### config.mk
export PLATFORM = sky130hd
export DESIGN_NAME = dm_sba_axil_bridge
export DESIGN_NICKNAME = d
export VERILOG_FILES = /design/src/rtl/dm_sba_axil_bridge_pkg.sv /design/src/rtl/dm_sba_axil_bridge.sv
export SDC_FILE = /design/constraint.sdc
export NUM_CORES = 1
export LEC_CHECK = 0
export CAP_MARGIN = 20
export CORE_MARGIN = 5
export CORE_UTILIZATION = 25
export CTS_BUF_LIST = sky130_fd_sc_hd__clkbuf_4 sky130_fd_sc_hd__clkbuf_8
export DETAILED_ROUTE_END_ITERATION = 8
export GPL_TIMING_DRIVEN = 0
export PLACE_DENSITY_LB_ADDON = 0.1
export SYNTH_ARGS = -nofsm -noshare
export SYNTH_HDL_FRONTEND = slang
export SYNTH_SLANG_ARGS = --single-unit
### constraint.sdc
create_clock -name clk_i -period 3.28 [get_ports clk_i]
set_input_delay 0.656 -clock clk_i [delete_from_list [all_inputs] [get_ports clk_i]]
set_output_delay 0.656 -clock clk_i [all_outputs]
set_load 0.05 [all_outputs]
### src/rtl/dm_sba_axil_bridge_pkg.sv
// Shared types for the debug-module system-bus-access AXI4-Lite bridge.
package dm_sba_axil_bridge_pkg;

   typedef enum logic [1:0] {
      RESP_OKAY   = 2'b00,
      RESP_EXOKAY = 2'b01,
      RESP_SLVERR = 2'b10,
      RESP_DECERR = 2'b11
   } axi_resp_e;

   typedef enum logic [2:0] {
      SBA_IDLE  = 3'd0,
      SBA_WRITE = 3'd1,
      SBA_BWAIT = 3'd2,
      SBA_READ  = 3'd3,
      SBA_RWAIT = 3'd4,
      SBA_DONE  = 3'd5
   } sba_axil_state_e;

endpackage

### src/rtl/dm_sba_axil_bridge.sv
// Turns the DM system-bus master req/gnt/r_valid protocol into single-beat AXI4-Lite
// transactions, one outstanding at a time; every access ends with one r_valid_o pulse.
module dm_sba_axil_bridge
   import dm_sba_axil_bridge_pkg::*;
#(
   parameter int unsigned BusWidth     = 32,
   parameter int unsigned AxiAddrWidth = 64,
   parameter logic [2:0]  AxiProt      = 3'b010
) (
   input  logic                    clk_i,
   input  logic                    rst_i,
   input  logic                    req_i,
   input  logic [BusWidth-1:0]     add_i,
   input  logic                    we_i,
   input  logic [BusWidth-1:0]     wdata_i,
   input  logic [BusWidth/8-1:0]   be_i,
   output logic                    gnt_o,
   output logic                    r_valid_o,
   output logic [BusWidth-1:0]     r_rdata_o,
   output logic                    err_o,
   output logic                    aw_valid_o,
   input  logic                    aw_ready_i,
   output logic [AxiAddrWidth-1:0] aw_addr_o,
   output logic [2:0]              aw_prot_o,
   output logic                    w_valid_o,
   input  logic                    w_ready_i,
   output logic [BusWidth-1:0]     w_data_o,
   output logic [BusWidth/8-1:0]   w_strb_o,
   input  logic                    b_valid_i,
   output logic                    b_ready_o,
   input  logic [1:0]              b_resp_i,
   output logic                    ar_valid_o,
   input  logic                    ar_ready_i,
   output logic [AxiAddrWidth-1:0] ar_addr_o,
   output logic [2:0]              ar_prot_o,
   input  logic                    r_valid_i,
   output logic                    r_ready_o,
   input  logic [BusWidth-1:0]     r_data_i,
   input  logic [1:0]              r_resp_i
);

   // Zero-extends or truncates, depending on which side is wider.
   function automatic logic [AxiAddrWidth-1:0] to_axi_addr(input logic [BusWidth-1:0] a);
      return AxiAddrWidth'(a);
   endfunction

   sba_axil_state_e       state_q, state_d;
   logic [BusWidth-1:0]   addr_q, addr_d;
   logic [BusWidth-1:0]   wdata_q, wdata_d;
   logic [BusWidth/8-1:0] be_q, be_d;
   logic [BusWidth-1:0]   rdata_q, rdata_d;
   logic                  aw_done_q, aw_done_d;
   logic                  w_done_q, w_done_d;
   logic                  err_q, err_d;

   always_comb begin
      state_d   = state_q;
      addr_d    = addr_q;
      wdata_d   = wdata_q;
      be_d      = be_q;
      rdata_d   = rdata_q;
      aw_done_d = aw_done_q;
      w_done_d  = w_done_q;
      err_d     = err_q;
      unique case (state_q)
         SBA_IDLE: begin
            if (req_i) begin
               addr_d    = add_i;
               wdata_d   = wdata_i;
               be_d      = be_i;
               aw_done_d = 1'b0;
               w_done_d  = 1'b0;
               err_d     = 1'b0;
               state_d   = we_i ? SBA_WRITE : SBA_READ;
            end
         end
         SBA_WRITE: begin
            // A channel already done keeps valid low, so ready alone marks its handshake.
            aw_done_d = aw_done_q | aw_ready_i;
            w_done_d  = w_done_q | w_ready_i;
            if (aw_done_d && w_done_d) state_d = SBA_BWAIT;
         end
         SBA_BWAIT: begin
            if (b_valid_i) begin
               err_d   = (axi_resp_e'(b_resp_i) != RESP_OKAY);
               state_d = SBA_DONE;
            end
         end
         SBA_READ: begin
            if (ar_ready_i) state_d = SBA_RWAIT;
         end
         SBA_RWAIT: begin
            if (r_valid_i) begin
               err_d   = (axi_resp_e'(r_resp_i) != RESP_OKAY);
               rdata_d = err_d ? '0 : r_data_i;
               state_d = SBA_DONE;
            end
         end
         SBA_DONE: state_d = SBA_IDLE;
         default:  state_d = SBA_IDLE;
      endcase
   end

   always_ff @(posedge clk_i or posedge rst_i) begin
      if (rst_i) begin
         state_q   <= SBA_IDLE;
         addr_q    <= '0;
         wdata_q   <= '0;
         be_q      <= '0;
         rdata_q   <= '0;
         aw_done_q <= 1'b0;
         w_done_q  <= 1'b0;
         err_q     <= 1'b0;
      end else begin
         state_q   <= state_d;
         addr_q    <= addr_d;
         wdata_q   <= wdata_d;
         be_q      <= be_d;
         rdata_q   <= rdata_d;
         aw_done_q <= aw_done_d;
         w_done_q  <= w_done_d;
         err_q     <= err_d;
      end
   end

   assign gnt_o      = (state_q == SBA_IDLE) && req_i;
   assign r_valid_o  = (state_q == SBA_DONE);
   assign err_o      = (state_q == SBA_DONE) && err_q;
   assign r_rdata_o  = rdata_q;

   assign aw_valid_o = (state_q == SBA_WRITE) && !aw_done_q;
   assign aw_addr_o  = to_axi_addr(addr_q);
   assign aw_prot_o  = AxiProt;
   assign w_valid_o  = (state_q == SBA_WRITE) && !w_done_q;
   assign w_data_o   = wdata_q;
   assign w_strb_o   = be_q;
   assign b_ready_o  = (state_q == SBA_BWAIT);

   assign ar_valid_o = (state_q == SBA_READ);
   assign ar_addr_o  = to_axi_addr(addr_q);
   assign ar_prot_o  = AxiProt;
   assign r_ready_o  = (state_q == SBA_RWAIT);

endmodule

==> results.md, run 1 <==
- Outcome: complete, no violations
- Worst path arrival time: 2450 ps
- Endpoint required time on the critical path: 2620 ps
- Post-DR wirelength/cell: 14.5 um
- Clock tree root driver cell: sky130_fd_sc_hd__clkbuf_8
- Startpoint of the most critical register-to-register path: state_q[2]
- Post-Syn Area per Cell: 11.4 um^2
- Maximum clock frequency: 322 MHz
- Class of the tightest hold or removal check: reg2reg
- Peak ir drop on the vdd network: 0.332 mV
- Count of port buffers added during placement: 252
- Final number of setup-violating endpoints: 0
- Area leader, netlist: sky130_fd_sc_hd__dfrtp_1
- First element of the critical path: req_i
- Shortest period the worst path allows: 3100 ps
- Number of DRC violations after detailed-routing iteration 0: 160
- Routed vias: 3937
- Highest fanout seen on the critical path: 10
- Hold_ws: 487 ps
- Number of cells produced by synthesis: 436
- Number of CTS-inserted buffers: 9
- Vertical die dimension: 151 um
- RSZ-0062 raised after global routing: no
- Diode insertion count for antenna repair: 0
- Total I/O pin count: 323
- Largest net degree at the start of global routing: 42
- Register bit count reported by yosys: 106
- Maximum Capacitance Violations: 0
- Slew Limit Fails: 0
- Utilization after layout: 42.9%
- Std-Cell Core Area: 19500 um^2
- Maximum root-to-sink buffer count: 2
- Horizontal die dimension: 151 um
- Vias in the first global route: 3993
- TritonRoute pass-1 iters: 4
- Distinct cells, synth: 26
- Synth warnings: 0
- Area added between synthesis and finish: 68.5%
- Worst slew margin relative to its limit: 63.0%
- Category of the worst setup path launch point: primary input
- Dominant cells by area after synthesis: sky130_fd_sc_hd__dfrtp_1 (54%), sky130_fd_sc_hd__buf_4 (16%), sky130_fd_sc_hd__mux2_2 (14%)
- Critical path class: in2out
- Most frequent cells in the layout: sky130_fd_sc_hd__clkdlybuf4s50_1 (250), sky130_fd_sc_hd__buf_4 (108), sky130_fd_sc_hd__dfrtp_1 (106)
- Share of final-layout standard cells stronger than drive strength 1: 24.9%
- Period Utilization, post-route: 94.5%
- Leading cell type in the layout, fill and taps excluded: sky130_fd_sc_hd__clkdlybuf4s50_1
- Clk sink count: 106
- Worst Setup End Kind: output port
- Fraction of synthesized cell area taken by the top area cell type: 53.6%
- Global Route Usage Sum: 12.8%
- Initial cell density of the core: 25.4%
- Remaining global-route overflow: 0
- Row count: 51
- CTS Hold Bufs: 0
- Number of nets at the end of the flow: 884
- Post-DR vias/cell: 3.79
- Overall die area: 22700 um^2
- Wire length of the first global-routing pass: 22400 um
- Leakage: 3.74 nW
- Final wirelength: 15000 um
- Fill cells: 1884
- # H-tree levels: 3
- Clock slew at reported path FFs: 100 ps
- Synth Cell Area: 4950 um^2
- Worst setup skew after layout: 5.95 ps
- Antenna violations before repair: 0
- DP HPWL: 12200 um
- Clock tree from TritonCTS: done
- Beginning of the worst hold path: r_rdata_o[26]
- Fin. Hold Viols: 0
- Sequential share of the synthesized area: 53.6%
- Latest clock arrival within the worst-skew pair: 370 ps
- Power density over cell area: 1090 nW/um^2
- Worst Tran Pin Value: 554 ps
- Number of nets with antenna violations after detailed routing: 0
- Global placer's final weighted congestion: 0.749
- Remaining routing DRC violations: 0
==> kinds of logic (layout without fill, tap and decap cells) <==
group                  count (synthesis)  after routing  synth area share, %
other                                  2             70                0.152
buffers and inverters                126            397                 18.0
AND/OR/NAND/NOR                       84             84                 7.25
AO/OA/AOI/OAI                         48             48                 5.08
multiplexers                          70             70                 15.9
flip-flops                           106            106                 53.6
==> flip-flops by register name, indices dropped and copies added (netlist names) <==
register and count:
aw_done_q 1, w_strb_o 4, err_q 1, r_rdata_o 32, w_done_q 1, state_q 3
w_data_o 32, addr_q 32
==> metrics by stage <==
stage / instances / setup slack (ps) / setup TNS [ps] / total power, W / cell area, um^2
6_report: 1040 / 179 / 0 / 0.00908 / 8340
3_5_place_dp: 1024 / -448 / -448 / 0.00833 / 8130
5_1_grt: 1040 / 32.0 / 0 / 0.00953 / 8340
2_1_floorplan: 504 / 760 / 0 / 0.00632 / 5210
4_1_cts: 1040 / 112 / 0 / 0.00921 / 8340
3_3_place_gp: 1021 / -416 / -416 / 0.00827 / 8060
==> path summary, 6_finish.rpt <==
check                                endpoint  slack [ps]  cells past startpoint
worst max-delay path                    gnt_o         180                      5
worst max register to register   w_data_o[27]        1430                      5
worst min register to register  r_rdata_o[26]         490                      2
min in group asynchronous          addr_q[21]         670                      2
max in group asynchronous           aw_done_q        1930                      4
worst min-delay path            r_rdata_o[26]         490                      2
==> per-layer routing <==
metal / track usage, % / wire length [um]
met3: 4.85 / 1580
met4: 3.72 / 159
met5: 0 / 0
met1: 15.7 / 6070
met2: 20.9 / 7230
==> Yosys cell counts <==
cell type,instances
sky130_fd_sc_hd__a211oi_1,2
sky130_fd_sc_hd__a21oi_1,7
sky130_fd_sc_hd__and2_1,1
sky130_fd_sc_hd__and3_1,1
sky130_fd_sc_hd__buf_2,2
sky130_fd_sc_hd__buf_4,107
sky130_fd_sc_hd__buf_6,2
sky130_fd_sc_hd__clkbuf_1,11
sky130_fd_sc_hd__conb_1,2
sky130_fd_sc_hd__dfrtp_1,106
sky130_fd_sc_hd__inv_1,4
sky130_fd_sc_hd__mux2_1,9
sky130_fd_sc_hd__mux2_2,61
sky130_fd_sc_hd__nand2_1,68
sky130_fd_sc_hd__nand2b_1,2
sky130_fd_sc_hd__nor2_1,6
sky130_fd_sc_hd__nor2b_1,1
sky130_fd_sc_hd__nor3_1,2
sky130_fd_sc_hd__nor3b_1,1
sky130_fd_sc_hd__nor4b_4,1
sky130_fd_sc_hd__o21a_1,1
sky130_fd_sc_hd__o21ai_0,34
sky130_fd_sc_hd__o21ai_1,2
sky130_fd_sc_hd__o21bai_1,1
sky130_fd_sc_hd__o22ai_1,1
sky130_fd_sc_hd__or3b_1,1
==> where the power goes <==
| group | leakage, nW | switching [W] | internal, W | total, W |
|---|---|---|---|---|
| registers | 1.31 | 0.000357 | 0.00186 | 0.00222 |
| logic | 2.32 | 0.00380 | 0.00222 | 0.00602 |
| clock network | 0.101 | 0.000444 | 0.000391 | 0.000835 |
| total | 3.74 | 0.00460 | 0.00447 | 0.00908 |
==> worst max-delay path: stages <==
cell                              delay [ps]
sky130_fd_sc_hd__clkdlybuf4s50_1         550
sky130_fd_sc_hd__nor4b_4                 330
sky130_fd_sc_hd__buf_6                   210
sky130_fd_sc_hd__buf_6                   160
sky130_fd_sc_hd__dlygate4sd2_1           540
==> what timing repair did <==
action | CTS | global route
buffers inserted | 1 | 0
resized for setup | 1 | 1
setup endpoints to repair | 1 | 1
==> final cells by class <==
cell class	instances	area, um^2	area share, %
multi-input combinational	272	1660	19.9
tap	265	332	3.97
clock buffer	11	151	1.81
clock inverter	4	51.3	0.615
sequential	106	2650	31.8
inverter	4	18.8	0.225
timing repair buffer	256	2600	31.1
buffer	122	877	10.5
Note: power is estimated with default switching activity, not from simulation.
==> run 2: changes to the inputs <==
==> constraint.sdc (replaced) <==
create_clock -name clk_i -period 3.34 [get_ports clk_i]
set_input_delay 0.668 -clock clk_i [delete_from_list [all_inputs] [get_ports clk_i]]
set_output_delay 0.668 -clock clk_i [all_outputs]
set_load 0.05 [all_outputs]
==> results.md, run 2 (synthesis gave the netlist of run 1 again) <==
- Outcome: complete, no violations
- Number of nets with antenna violations after detailed routing: 0
- Antenna violations before repair: 0
- Std-Cell Core Area: 19500 um^2
- Wire length of the first global-routing pass: 22400 um
- CTS Hold Bufs: 0
- Initial cell density of the core: 25.4%
- Peak ir drop on the vdd network: 0.326 mV
- Delay of the slowest cell on the worst path: 550 ps
- Internal power component: 0.00439 W
- TritonRoute pass-1 iters: 5
- Total I/O pin count: 323
- Final wirelength: 15000 um
- Latest clock arrival within the worst-skew pair: 370 ps
- Maximum Capacitance Violations: 0
- Routed vias: 3940
- Vertical die dimension: 151 um
- Multi-input combinational cell area: 1660 um^2
- Maximum root-to-sink buffer count: 2
- Startpoint of the most critical register-to-register path: state_q[2]
- Vias in the first global route: 3993
- Largest net degree at the start of global routing: 42
- Reg-to-reg endpoint: w_data_o[27]
- Buf/Inv on CP: 4
- Number of CTS-inserted buffers: 9
- Worst-path cell chain: clkdlybuf4s50_1, nor4b_4, buf_6, buf_6, dlygate4sd2_1
- Sequential cell fraction of total power: 24.5%
- Worst Setup End Kind: output port
- Diode insertion count for antenna repair: 0
- Critical path class: in2out
- Most frequent cells in the layout: sky130_fd_sc_hd__clkdlybuf4s50_1 (251), sky130_fd_sc_hd__buf_4 (108), sky130_fd_sc_hd__dfrtp_1 (106)
- Critical Path Sink: gnt_o
- Category of the worst setup path launch point: primary input
- Setup slack of the most critical reg-to-reg path: 1490 ps
- Worst slew margin relative to its limit: 63.0%
- Horizontal die dimension: 151 um
- Power density over cell area: 1070 nW/um^2
- Shortest period the worst path allows: 3130 ps
- Cell family with most CP delay: buffers and inverters
- Total stage count of the critical path: 5
- R2R cell count: 5
- Post-DR vias/cell: 3.79
- Utilization after layout: 42.9%
- Fill cells: 1885
- Final number of setup-violating endpoints: 0
- Hold_ws: 487 ps
- Worst setup skew after layout: 5.95 ps
- Post-DR wirelength/cell: 14.5 um
- Area added between synthesis and finish: 68.5%
- Share of total power consumed by net switching: 50.7%
- Global placer's final weighted congestion: 0.749
- Global Route Usage Sum: 12.8%
- Fin. Hold Viols: 0
- Maximum clock frequency: 320 MHz
- Clock slew at reported path FFs: 100 ps
- Remaining routing DRC violations: 0
- DP HPWL: 12200 um
- # H-tree levels: 3
- Number of DRC violations after detailed-routing iteration 0: 160
- Leading cell type in the layout, fill and taps excluded: sky130_fd_sc_hd__clkdlybuf4s50_1
- Remaining global-route overflow: 0
- Slew Limit Fails: 0
- Number of nets at the end of the flow: 884
- Class of the tightest hold or removal check: reg2reg
- Period Utilization, post-route: 93.6%
- Endpoint required time on the critical path: 2670 ps
- Share of final-layout standard cells stronger than drive strength 1: 24.9%
- Count of port buffers added during placement: 252
- Clock tree root driver cell: sky130_fd_sc_hd__clkbuf_8
- Row count: 51
- Highest fanout seen on the critical path: 10
- Worst Tran Pin Value: 554 ps
- RSZ-0062 raised after global routing: no
- Net switching component of the power: 0.00452 W
- Worst path arrival time: 2460 ps
- Area taken by flip-flops and latches: 2650 um^2
- Clock tree from TritonCTS: done
- Clk sink count: 106
- Most numerous cell on the critical path: sky130_fd_sc_hd__buf_6
- Proportion of power drawn by the clock network: 9.2%
- Overall die area: 22700 um^2
- First element of the critical path: req_i
- Leakage: 3.72 nW
- Logic pwr share: 66.3%
- Worst-path cell with the longest stage delay: sky130_fd_sc_hd__clkdlybuf4s50_1
-- run 2: cell type report --
class	instances	share of cell area, %
plain buffers	122	10.5
clock buffers	11	1.82
clock inverters	4	0.615
inverters	4	0.225
multi-input cells	272	19.9
flip-flops and latches	106	31.8
well taps	265	3.98
repair buffers	256	31.1
-- run 2: how the worst min path moves through the flow --
stage | start | slack, ps | end | cells after the start
2_1_floorplan | err_q | 470 | err_q | 1
3_3_place_gp | r_rdata_o[1] | 460 | r_rdata_o[1] | 2
3_5_place_dp | r_rdata_o[26] | 470 | r_rdata_o[26] | 2
4_1_cts | r_rdata_o[26] | 500 | r_rdata_o[26] | 2
5_1_grt | w_data_o[5] | 510 | w_data_o[5] | 1
6_report | r_rdata_o[26] | 490 | r_rdata_o[26] | 2
-- run 2: what timing repair did --
item,in CTS,in global routing
setup buffers,1,0
gates resized for setup,1,0
setup endpoints to repair,1,0
-- run 2: metrics by stage --
stage                     cell area, um^2  TNS, ps  power (W)  std cells  setup slack (ps)
after floorplan                      5210        0    0.00621        504               808
after global placement               8060     -380    0.00812       1021              -380
after detailed placement             8130     -412    0.00818       1024              -412
after CTS                            8340        0    0.00904       1040               150
after global routing                 8340        0    0.00936       1040              26.9
final                                8340        0    0.00891       1040               215
-- run 2: tightest hold or removal path, delay by kind of cell, from the launching register on --
kind,cells,cell delay [ps]
AO/OA/AOI/OAI,1,60
AND/OR/NAND/NOR,1,40
flip-flops,1,350
-- run 2: metal layers --
layer  global-route usage [%]  vias to the layer above  routed length, um
met1                     15.7                     1822               6060
li1                         -                     1927                  -
met3                     4.85                        9               1580
met4                     3.72                        0                159
met5                        0                        -                  0
met2                     20.9                      182               7230
-- run 2: power groups by stage --
stage                     registers, W  clock network, W  logic, W
final                          0.00218          0.000820   0.00591
after global routing           0.00227          0.000928   0.00616
after CTS                      0.00219          0.000877   0.00597
after detailed placement       0.00222                 0   0.00596
after global placement         0.00221                 0   0.00592
after floorplan                0.00398                 0   0.00223
==> run 3: changes to the inputs <==
--- a/config.mk
+++ b/config.mk
@@ -9,6 +9,7 @@
 export CORE_MARGIN = 5
 export CORE_UTILIZATION = 25
 export CTS_BUF_LIST = sky130_fd_sc_hd__clkbuf_4 sky130_fd_sc_hd__clkbuf_8
+export CTS_CLUSTER_SIZE = 16
 export DETAILED_ROUTE_END_ITERATION = 8
 export GPL_TIMING_DRIVEN = 0
 export PLACE_DENSITY_LB_ADDON = 0.1
==> constraint.sdc (replaced) <==
create_clock -name clk_i -period 3.08 [get_ports clk_i]
set_input_delay 0.616 -clock clk_i [delete_from_list [all_inputs] [get_ports clk_i]]
set_output_delay 0.616 -clock clk_i [all_outputs]
set_load 0.05 [all_outputs]
==> results.md, run 3 (synthesis gave the netlist of run 1 again) <==
- Outcome: complete, no violations
- Class of the tightest hold or removal check: reg2reg
- Clock slew at reported path FFs: 100 ps
- Hold_ws: 487 ps
- Worst setup skew after layout: 5.95 ps
- Area taken by flip-flops and latches: 2650 um^2
- Slew Limit Fails: 0
- Sink of the worst hold path: r_rdata_o[26]
- Beginning of the worst hold path: r_rdata_o[26]
- Antenna violations before repair: 0
- Remaining routing DRC violations: 0
- Setup slack of the most critical reg-to-reg path: 1230 ps
- Maximum Capacitance Violations: 0
- Maximum clock frequency: 352 MHz
- Area added between synthesis and finish: 68.5%
- Multi-input combinational cell area: 1660 um^2
- Routed vias: 3937
- Global placer's final weighted congestion: 0.749
- Total I/O pin count: 323
- Overall die area: 22700 um^2
- Number of DRC violations after detailed-routing iteration 0: 164
- Share of final-layout standard cells stronger than drive strength 1: 25.0%
- Clock tree root driver cell: sky130_fd_sc_hd__clkbuf_8
- Clk sink count: 106
- Leakage: 3.77 nW
- Number of nets at the end of the flow: 884
- R2R cell count: 5
- Std-Cell Core Area: 19500 um^2
- Reg-to-reg endpoint: w_data_o[27]
- Category of the worst setup path launch point: register
- Post-Place Cell Area: 8130 um^2
- Fin. Hold Viols: 0
- Peak ir drop on the vdd network: 0.354 mV
- Number of CTS-inserted buffers: 9
- Total Negative Setup Slacks: 0 ps
- Worst hold path cell count: 2
- Highest fanout seen on the critical path: 10
- Remaining global-route overflow: 0
- Initial cell density of the core: 25.4%
- Period Utilization, post-route: 92.3%
- Endpoint required time on the critical path: 2460 ps
- Post-DR vias/cell: 3.79
- Power density over cell area: 1160 nW/um^2
- Worst Tran Pin Value: 551 ps
- Clock tree from TritonCTS: done
- Largest net degree at the start of global routing: 42
- Number of nets with antenna violations after detailed routing: 0
- Fill cells: 1882
- Diode insertion count for antenna repair: 0
- Wire length of the first global-routing pass: 22400 um
- Worst Setup End Kind: output port
- Final number of setup-violating endpoints: 0
- Row count: 51
- Critical path class: reg2out
- Maximum root-to-sink buffer count: 2
- Vertical die dimension: 151 um
- Worst slew margin relative to its limit: 63.1%
- Global Route Usage Sum: 12.8%
- Startpoint of the most critical register-to-register path: state_q[2]
- RSZ-0062 raised after global routing: no
- Worst path arrival time: 2230 ps
- Vias in the first global route: 3993
- Most frequent cells in the layout: sky130_fd_sc_hd__clkdlybuf4s50_1 (246), sky130_fd_sc_hd__buf_4 (108), sky130_fd_sc_hd__dfrtp_1 (106)
- Horizontal die dimension: 151 um
- Count of port buffers added during placement: 252
- Shortest period the worst path allows: 2840 ps
- Summed area of non-filler cells in the final layout: 8340 um^2
- Total chip power: 0.00965 W
- Final wirelength: 15000 um
- TritonRoute pass-1 iters: 4
- Post-DR wirelength/cell: 14.5 um
- Leading cell type in the layout, fill and taps excluded: sky130_fd_sc_hd__clkdlybuf4s50_1
- Latest clock arrival within the worst-skew pair: 370 ps
- DP HPWL: 12200 um
- # H-tree levels: 3
- Utilization after layout: 42.9%
[run 3: changes by cell type in the layout (fill, tap and decap cells not counted), sizes merged]
cell,before,now
clkbuf,22,23
clkdlybuf4s50,251,246
dlygate4sd2,1,2
dlymetal6s2s,0,3
[run 3: critical path, cell delays in order (launching register included)]
cell,delay (ps)
sky130_fd_sc_hd__dfrtp_1,410
sky130_fd_sc_hd__clkbuf_1,360
sky130_fd_sc_hd__and3_1,250
sky130_fd_sc_hd__clkdlybuf4s50_1,840
[run 3: how the worst max path moves through the flow]
stage            endpoint        from  cells after the start  slack, ps
2_1_floorplan  aw_valid_o  state_q[0]                      3        600
3_3_place_gp        gnt_o       req_i                      5       -540
3_5_place_dp        gnt_o       req_i                      5       -570
4_1_cts             gnt_o       req_i                      5         20
5_1_grt         r_valid_o  state_q[1]                      4         60
6_report        r_valid_o  state_q[0]                      3        240
[run 3: area by class of cell]
cell class              count  share of cell area (%)
plain buffers             122                    10.5
clock buffers              11                    1.81
clock inverters             4                   0.615
inverters                   4                   0.225
multi-input cells         272                    19.9
flip-flops and latches    106                    31.8
well taps                 265                    3.97
repair buffers            256                    31.1
[run 3: metrics by stage]
step / setup WS (ps) / cells
after floorplan: 600 / 504
after global placement: -536 / 1021
after detailed placement: -568 / 1024
after CTS: 23.9 / 1040
after global routing: 55.9 / 1040
final: 237 / 1040
[run 3: timing repair]
| item | in CTS | in global routing |
|---|---|---|
| setup endpoints to repair | 3 | 4 |
| hold buffers | 0 | 0 |
| buffers inserted | 1 | 0 |
| gates cloned | 0 | 0 |
| gates resized for setup | 4 | 4 |
[run 3: layer usage]
layer | up-vias | track usage [%] | wire [um]
li1 | 1927 | - | -
met5 | - | 0 | 0
met4 | 0 | 3.72 | 159
met1 | 1819 | 15.7 | 6060
met2 | 182 | 20.9 | 7230
met3 | 9 | 4.85 | 1580
[run 3: power by group]
group	switching, W	total, W	internal [W]
sequential	0.000381	0.00237	0.00199
clock	0.000472	0.000889	0.000417
combinational	0.00405	0.00640	0.00235
total	0.00490	0.00965	0.00475
